[config.mk]
export PLATFORM = sky130hd
export DESIGN_NAME = seg7_to_bcd_capture
export DESIGN_NICKNAME = d
export VERILOG_FILES = /design/src/rtl/seg7_to_bcd_capture.sv
export SDC_FILE = /design/constraint.sdc
export NUM_CORES = 1
export LEC_CHECK = 0
export BUFFER_PORTS_ARGS = -buffer_cell sky130_fd_sc_hd__buf_2
export CORE_MARGIN = 2
export CORE_UTILIZATION = 40
export CTS_CLUSTER_SIZE = 14
export DETAILED_ROUTE_END_ITERATION = 6
export PLACE_DENSITY = 0.71
export SKIP_CTS_REPAIR_TIMING = 1
export SYNTH_ARGS = -nofsm -noshare
export SYNTH_HDL_FRONTEND = slang
export SYNTH_SLANG_ARGS = --single-unit
[constraint.sdc]
create_clock -name clk -period 5.17 [get_ports clk]
set_clock_uncertainty 0.05 [all_clocks]
set_input_delay 1.034 -clock clk [delete_from_list [all_inputs] [get_ports clk]]
set_output_delay 1.034 -clock clk [all_outputs]
set_load 0.005 [all_outputs]
[src/rtl/seg7_to_bcd_capture.sv]
// seg7_to_bcd_capture: recovers BCD digits from a multiplexed active-low 7-segment bus
// Each digit must stay stable for STABLE_CYCLES samples before it is committed.
module seg7_to_bcd_capture #(
   parameter int DIGITS        = 4,
   parameter int STABLE_CYCLES = 4
) (
   input  logic                  clk,
   input  logic                  rst,
   input  logic [6:0]            seg_in,
   input  logic [DIGITS-1:0]     dig_en_n,
   output logic [4*DIGITS-1:0]   bcd_out,
   output logic [DIGITS-1:0]     digit_err,
   output logic                  frame_valid,
   output logic                  frame_err
);
   localparam int CW = $clog2(STABLE_CYCLES + 1);
   localparam logic [CW-1:0] SC = CW'(STABLE_CYCLES);
   logic [6:0]          seg_q;
   logic [DIGITS-1:0]   en_q, sel, sel_in, seen, seen_nxt, err_nxt;
   logic [4*DIGITS-1:0] bcd_nxt;
   logic [CW-1:0]       cnt;
   logic                done, legal_in, change, commit, bad, frame;
   logic [3:0]          code;
   assign sel      = ~en_q;
   assign sel_in   = ~dig_en_n;
   assign legal_in = sel_in != '0 && (sel_in & (sel_in - DIGITS'(1))) == '0;
   assign change   = {seg_in, dig_en_n} != {seg_q, en_q};
   // a nonzero count implies the held sample is legal
   assign commit   = cnt == SC && !done;
   assign frame    = commit && &seen_nxt;
   always_comb begin
      bad  = 1'b0;
      case (seg_q)
         7'b1000000: code = 4'd0;
         7'b1111001: code = 4'd1;
         7'b0100100: code = 4'd2;
         7'b0110000: code = 4'd3;
         7'b0011001: code = 4'd4;
         7'b0010010: code = 4'd5;
         7'b0000010: code = 4'd6;
         7'b1111000: code = 4'd7;
         7'b0000000: code = 4'd8;
         7'b0011000: code = 4'd9;
         7'b1111111: code = 4'hF;
         default: begin
            code = 4'hE;
            bad  = 1'b1;
         end
      endcase
   end
   always_comb begin
      bcd_nxt  = bcd_out;
      err_nxt  = digit_err;
      seen_nxt = seen;
      for (int i = 0; i < DIGITS; i++)
         if (commit && sel[i]) begin
            bcd_nxt[4*i +: 4] = code;
            err_nxt[i]        = bad;
            seen_nxt[i]       = 1'b1;
         end
   end
   always_ff @(posedge clk or posedge rst) begin
      if (rst) begin
         seg_q       <= '1;
         en_q        <= '1;
         cnt         <= '0;
         done        <= 1'b0;
         seen        <= '0;
         bcd_out     <= '1;
         digit_err   <= '0;
         frame_valid <= 1'b0;
         frame_err   <= 1'b0;
      end else begin
         seg_q       <= seg_in;
         en_q        <= dig_en_n;
         cnt         <= change ? (legal_in ? CW'(1) : '0) : (cnt != '0 && cnt != SC ? cnt + CW'(1) : cnt);
         done        <= change ? 1'b0 : (commit ? 1'b1 : done);
         bcd_out     <= bcd_nxt;
         digit_err   <= err_nxt;
         frame_valid <= frame;
         seen        <= frame ? '0 : seen_nxt;
         if (frame) frame_err <= |err_nxt;
      end
   end
endmodule

==> results of run 1 <==
through the flow:
step	instance area (sq um)	worst slack (ns)	std cells	hold WS (ns)
final	2340	3.15	298	0.427
after detailed placement	2230	3.00	290	0.420
after CTS	2340	3.14	298	0.432
after floorplan	2010	3.18	195	0.417
after global routing	2340	2.99	298	0.449
after global placement	2230	3.05	290	0.414
cell usage in the layout (no fill, tap or decap), types with 4 or more instances in the layout:
cell type	netlist	final
a21oi_1	13	13
buf_2	4	34
clkbuf_8	0	5
dfrtp_1	14	14
dfstp_2	27	27
inv_1	6	6
nand2_1	19	19
nor2_1	24	24
nor3_1	4	4
nor4_1	4	4
o21ai_0	16	16
xnor2_1	5	5
xor2_1	12	12
per-layer routing:
layer	vias up	part of all wire [%]
met5	-	0
met4	0	1.4
met3	4	5.8
met2	44	47
met1	714	46
li1	749	-
path summary, 6_finish.rpt:
path / from / cells past startpoint / slack (ns) / to
worst min register to register: bcd_out[4] / 2 / 0.43 / bcd_out[4]
min in group asynchronous: rst / 3 / 0.80 / frame_err
max in group asynchronous: rst / 3 / 3.90 / en_q[1]
worst max-delay path: bcd_out[7] / 1 / 3.15 / bcd_out[7]
worst max register to register: cnt[0] / 7 / 3.17 / frame_err
worst min-delay path: bcd_out[4] / 2 / 0.43 / bcd_out[4]
cells in the mapped netlist:
cell type | count | area, sq um
o31ai_1 | 2 | 15.0
a22oi_1 | 1 | 7.51
a41oi_1 | 1 | 8.76
nand4_1 | 2 | 12.5
a21boi_0 | 1 | 7.51
and3_1 | 2 | 12.5
nand2_1 | 19 | 71.3
and4_1 | 1 | 8.76
buf_4 | 3 | 22.5
nand2b_1 | 1 | 6.26
a2111oi_4 | 1 | 27.5
nor2_1 | 24 | 90.1
ha_1 | 3 | 37.5
nor3b_1 | 3 | 22.5
dfrtp_1 | 14 | 350
a21oi_1 | 13 | 65.1
o22ai_1 | 1 | 6.26
o211a_1 | 1 | 10.0
o21ai_0 | 16 | 80.1
o21ai_2 | 1 | 8.76
nor3_2 | 1 | 10.0
nand3_1 | 3 | 15.0
xnor2_1 | 5 | 43.8
a31oi_1 | 1 | 6.26
a21oi_2 | 1 | 8.76
o21a_1 | 1 | 7.51
dfstp_2 | 27 | 709
nor4_1 | 4 | 25.0
a32oi_1 | 1 | 8.76
xor2_1 | 12 | 105
and3b_1 | 2 | 17.5
mux2i_1 | 2 | 20.0
nor3_1 | 4 | 20.0
buf_2 | 4 | 20.0
nor2b_1 | 3 | 18.8
nand4bb_1 | 1 | 11.3
inv_1 | 6 | 22.5
o21ai_1 | 1 | 5.00
or4bb_1 | 3 | 33.8
nand3b_2 | 1 | 11.3
and4bb_2 | 1 | 12.5
and2_1 | 1 | 6.26
flip-flops by register name (all words and copies together), names as in the netlist:
signal       cells
bcd_out         16
cnt              3
digit_err        4
done             1
en_q             4
frame_err        1
frame_valid      1
seen             4
seg_q            7
power breakdown:
group	leakage (nW)	switching, mW	internal (mW)
Sequential	0.475	0.0118	0.330
Combinational	0.537	0.0250	0.0185
Clock	0.0552	0.110	0.143
layout make-up:
cell class | count | area, sq um | share of cell area [%]
Multi-Input combinational cell | 141 | 885 | 37.9
Sequential cell | 41 | 1060 | 45.4
Inverter | 6 | 22.5 | 0.964
Timing Repair Buffer | 35 | 178 | 7.61
Clock inverter | 2 | 35.0 | 1.50
Tap cell | 67 | 83.8 | 3.59
Clock buffer | 6 | 72.6 | 3.11
kinds of logic after synthesis:
kind of cell	synth area share [%]
AND/OR/NAND/NOR	20.2
AO/OA/AOI/OAI	13.6
flip-flops	52.7
XOR/XNOR	7.41
buffers and inverters	3.24
adder cells (fa/ha/maj)	1.87
multiplexers	0.996
==> qor.csv, run 1 <==
stage,metric,value,unit
sta,Final Hold Fails,0,
yosys,Synth Area per Inst,10.3,sq um
placement,DP HPWL,3.01,mm
global_routing,met1 usage,22.0,%
route,final WL,4.01,mm
sta,Slew @ Worst Pin,0.516,ns
sta,setup violators final,0,
power,Pwr per Cell Area,273,nW/um^2
layout,Area Growth Syn to Fin,16.3,%
sta,Tmin final,2.02,ns
placement,final RePlAce weighted congestion,0.877,
floorplan,Die Wd,74.9,microns
sta,total negative setup slack,0,ns
layout,"Core Util, Final",48.8,%
floorplan,Core Footprint,4790,sq um
job,Maximum Capacitance Violations,0,
clock_network,# H-tree levels,2,
floorplan,I/O pin cnt,35,
clock_network,CTS Buffer Depth,2,
yosys,post-synthesis register bit count,41,
worst_setup_path,slowest cell delay on critical path,0.54,ns
worst_setup_path,critical path peak fanout,2,
global_routing,first-pass GRT wire length,6.80,mm
floorplan,Die ar.,5610,sq um
sta,setup repair after global routing missed its margin,false,
layout,diode count,0,
yosys,Yosys cell types,42,
worst_setup_path,worst path bufs/invs,1,
clock_network,Worst-Skew Late Latency,0.29,ns
sta,Final Slew Violations,0,
worst_setup_path,cells along the critical path,buf_2,
worst_setup_path,Crit path max-delay family,flip-flops,
layout,Final nets,246,
clock_network,clock sinks,41,
route,drt pass-1 iters,4,
layout,share of cells above drive strength 1,32.5,%
placement,Buffers on Ports,34,
worst_setup_path,"Data arrival, critical path",0.94,ns
worst_setup_path,endpoint class of the critical path,primary output,
worst_setup_path,CP max-delay cell,dfstp_2,
route,drt drc,0,
floorplan,Die Y,74.9,microns
yosys,mapped cell area,2010,sq um
yosys,Syn Nets,211,
yosys,Syn Inst Count,195,
global_routing,vias in the first global route,1459,
global_routing,pin count of the biggest net entering global routing,42,
floorplan,initial core utilization,42.0,%
global_routing,grt peak-use layer,met2,
worst_setup_path,critical path class,reg -> out,
worst_setup_path,Worst Setup Start Kind,flip-flop,
yosys,sequential fraction of the synthesis area,52.7,%
floorplan,Cell Rows,25,
sta,Slew Limit Headroom,65.5,%
route,drt via density,5.07,
layout,FILL cells,446,
route,wire per inst,13.5,microns
clock_network,CTS tree,done,
global_routing,global route total overflow,0,
sta,Final period util,39.1,%
min_path,Hold Crit Class,reg -> reg,
run_status,status,"complete, no violations",
power,total power,639,uW
global_routing,global-route track usage on met3,4.42,%
clock_network,CTS root buf,clkbuf_8,
clock_network,TritonCTS Buffers,5,
global_routing,met2 usage,25.2,%
clock_network,"Reg clk slew, reported paths",0.08,ns
power,worst vdd ir,0.169,mV
route,Final ANT Viol Nets,0,
route,1st-iter DRT viols,100,
global_routing,Total GRT Usage,16.3,%
global_routing,antenna violations before repair,0,
power,Static Leak,1.07,nW
route,routed vias,1511,
worst_setup_path,WP data required,4.09,ns
yosys,Yosys warnings,0,
sta,top achievable clock speed,494,MHz
Note: power is estimated with default switching activity, not from simulation.
==> inputs of run 2 (changes only) <==
==> constraint.sdc (replaced) <==
create_clock -name clk -period 1.89 [get_ports clk]
set_clock_uncertainty 0.05 [all_clocks]
set_input_delay 0.378 -clock clk [delete_from_list [all_inputs] [get_ports clk]]
set_output_delay 0.378 -clock clk [all_outputs]
set_load 0.005 [all_outputs]
==> run 2 against run 1 <==
  * Routed wire length is 0.67% higher
  * Sequential share of layout area fell by 1.9 points
  * Sequential cell count unchanged
  * Via count grew 2.3%
  * Sequential power rose to 2.7 times the previous value
  * Power grew to 2.6 times the previous value
  * Utilization rose by 2.1 points
  * Count of clock-buffer cells in the layout decreased by 1
  * Combinational power rose to 3.2 times the previous value
  * Final area rose by 4.3%
  * Setup slack lost 3.0 ns
==> qor.csv, run 2 (synthesis gave the netlist of run 1 again) <==
stage,metric,value,unit,change
floorplan,Die Wd,74.9,microns,unchanged
sta,Tmin final,1.78,ns,
global_routing,first-pass GRT wire length,6.63,mm,-2.5%
clock_network,# H-tree levels,2,,unchanged
min_path,hold path depth,1,,-1
worst_setup_path,CP max-delay cell,or4bb_1,,
sta,top achievable clock speed,560,MHz,
layout,"commonest non-fill, non-tap cell in the layout",buf_2,,
power,Pwr per Cell Area,672,nW/um^2,+150%
worst_setup_path,slowest cell delay on critical path,0.51,ns,-0.03 ns
layout,"commonest cells after routing, fill and taps aside","buf_2, dfstp_2, nor2_1",,
layout,Final nets,260,,+5.7%
layout,Area Growth Syn to Fin,21.3,%,
placement,Buffers on Ports,34,,unchanged
global_routing,pin count of the biggest net entering global routing,42,,unchanged
global_routing,Total GRT Usage,15.4,%,-0.85 points
layout,diode count,0,,unchanged
clock_network,CTS tree,done,,
route,drt pass-1 iters,4,,unchanged
floorplan,Die ar.,5610,sq um,unchanged
sta,setup repair after global routing missed its margin,false,,
power,total power,1.64,mW,+160%
clock_network,Worst-Skew Late Latency,0.29,ns,about the same
job,Maximum Capacitance Violations,0,,unchanged
floorplan,initial core utilization,42.0,%,unchanged
layout,share of cells above drive strength 1,37.6,%,+5.1 points
placement,DP HPWL,2.98,mm,-0.94%
sta,worst hold margin,0.138,ns,-0.289 ns
layout,Largest regs,"bcd_out x16, seg_q x7",,
worst_setup_path,worst-case reg-to-reg path depth,7,,unchanged
sta,total negative setup slack,0,ns,unchanged
layout,Reg with most FFs,bcd_out,,
worst_setup_path,"Data arrival, critical path",1.90,ns,+0.96 ns
sta,setup violators final,0,,unchanged
clock_network,CTS root buf,clkbuf_8,,
sta,Final period util,94.4,%,
layout,"Core Util, Final",50.9,%,+2.1 points
route,wire per inst,12.9,microns,-3.8%
route,1st-iter DRT viols,115,,+15%
power,worst vdd ir,0.466,mV,+180%
worst_setup_path,critical path class,reg -> reg,,
floorplan,Cell Rows,25,,unchanged
route,Final ANT Viol Nets,0,,unchanged
clock_network,TritonCTS Buffers,5,,unchanged
sta,Slew Limit Headroom,66.3,%,+0.87 points
route,final WL,4.04,mm,+0.67%
worst_setup_path,cells along the critical path,"inv_2, ha_4, or4bb_1, nand2_1, nand4_1, mux2i_1, o31ai_1",,
floorplan,Die Y,74.9,microns,unchanged
worst_setup_path,Reg2Reg Setup Slack,0.11,ns,-3.06 ns
floorplan,Core Footprint,4790,sq um,unchanged
route,routed vias,1545,,+2.3%
sta,Final Slew Violations,0,,unchanged
route,drt drc,0,,unchanged
placement,final RePlAce weighted congestion,0.880,,+0.39%
worst_setup_path,WP data required,2.01,ns,-2.08 ns
global_routing,vias in the first global route,1437,,-1.5%
sta,Final Hold Fails,0,,unchanged
global_routing,global route total overflow,0,,unchanged
worst_setup_path,worst path bufs/invs,1,,unchanged
worst_setup_path,Worst Setup Start Kind,flip-flop,,
layout,number of flip-flops in the largest register,16,,unchanged
power,Static Leak,1.12,nW,+5.4%
worst_setup_path,Crit path max-delay family,simple AND/OR/NAND/NOR gates,,
sta,Slew @ Worst Pin,0.505,ns,-0.0107 ns
route,drt via density,4.95,,-2.3%
clock_network,clock sinks,41,,unchanged
clock_network,"Reg clk slew, reported paths",0.09,ns,about the same
run_status,status,"complete, no violations",,
worst_setup_path,critical path peak fanout,6,,+4
min_path,Hold Crit Class,in -> reg,,
global_routing,antenna violations before repair,0,,unchanged
worst_setup_path,WP depth,7,,+6
clock_network,CTS Buffer Depth,2,,unchanged
floorplan,I/O pin cnt,35,,unchanged
worst_setup_path,endpoint class of the critical path,flip-flop,,
-- run 2: changes by cell type in the layout (fill, tap and decap cells not counted) --
| cell | before | now |
|---|---|---|
| buf_4 | 1 | 15 |
| inv_2 | 0 | 1 |
| clkinv_4 | 0 | 2 |
| ha_1 | 3 | 2 |
| clkbuf_1 | 1 | 0 |
| ha_4 | 0 | 1 |
| inv_1 | 6 | 5 |
| bufinv_16 | 1 | 0 |
-- run 2: layer usage --
metal  vias up  GRT usage [%]  wire (microns)
met5         -              0               0
met4         0           3.57              25
met3         4           4.28             206
met2        43           24.0            1840
met1       723           21.6            1970
li1        775              -               -
-- run 2: report_power, final --
part,internal [mW],total [mW],switching [mW]
Sequential,0.904,0.933,0.0293
Combinational,0.0642,0.140,0.0756
Clock,0.262,0.564,0.303
Total,1.23,1.64,0.407
-- run 2: final cells by class --
cell class	instances	area, sq um
clock inverters	3	22.5
clock buffers	5	68.8
fillers	448	2350
well taps	67	83.8
multi-input cells	141	897
inverters	6	22.5
flip-flops and latches	41	1060
repair buffers	49	283
-- run 2: path summary, 6_finish.rpt --
path	from	end
min	seg_in[3]	seg_q[3]
max	cnt[0]	frame_err
max reg2reg	cnt[0]	frame_err
min reg2reg	bcd_out[4]	bcd_out[4]
max in group asynchronous	rst	seg_q[4]
min in group asynchronous	rst	cnt[2]
-- run 2: metrics by stage --
| stage | setup slack (ns) | cell area [sq um] | cells |
|---|---|---|---|
| floorplan | 0.0883 | 2010 | 195 |
| CTS | 0.0190 | 2380 | 306 |
| detailed placement | 0.0419 | 2290 | 298 |
| finish | 0.105 | 2440 | 312 |
| global route | 0.00577 | 2440 | 312 |
| global placement | 0.100 | 2290 | 298 |
-- run 2: worst reg2reg max path: cells and delay by family, from the launching register on --
| family | cells | cell delay [ns] |
|---|---|---|
| compound gates | 1 | 0.08 |
| fa+ha+maj | 1 | 0.16 |
| buf+inv | 1 | 0.10 |
| flops | 1 | 0.42 |
| mux | 1 | 0.14 |
| simple gates | 3 | 0.70 |
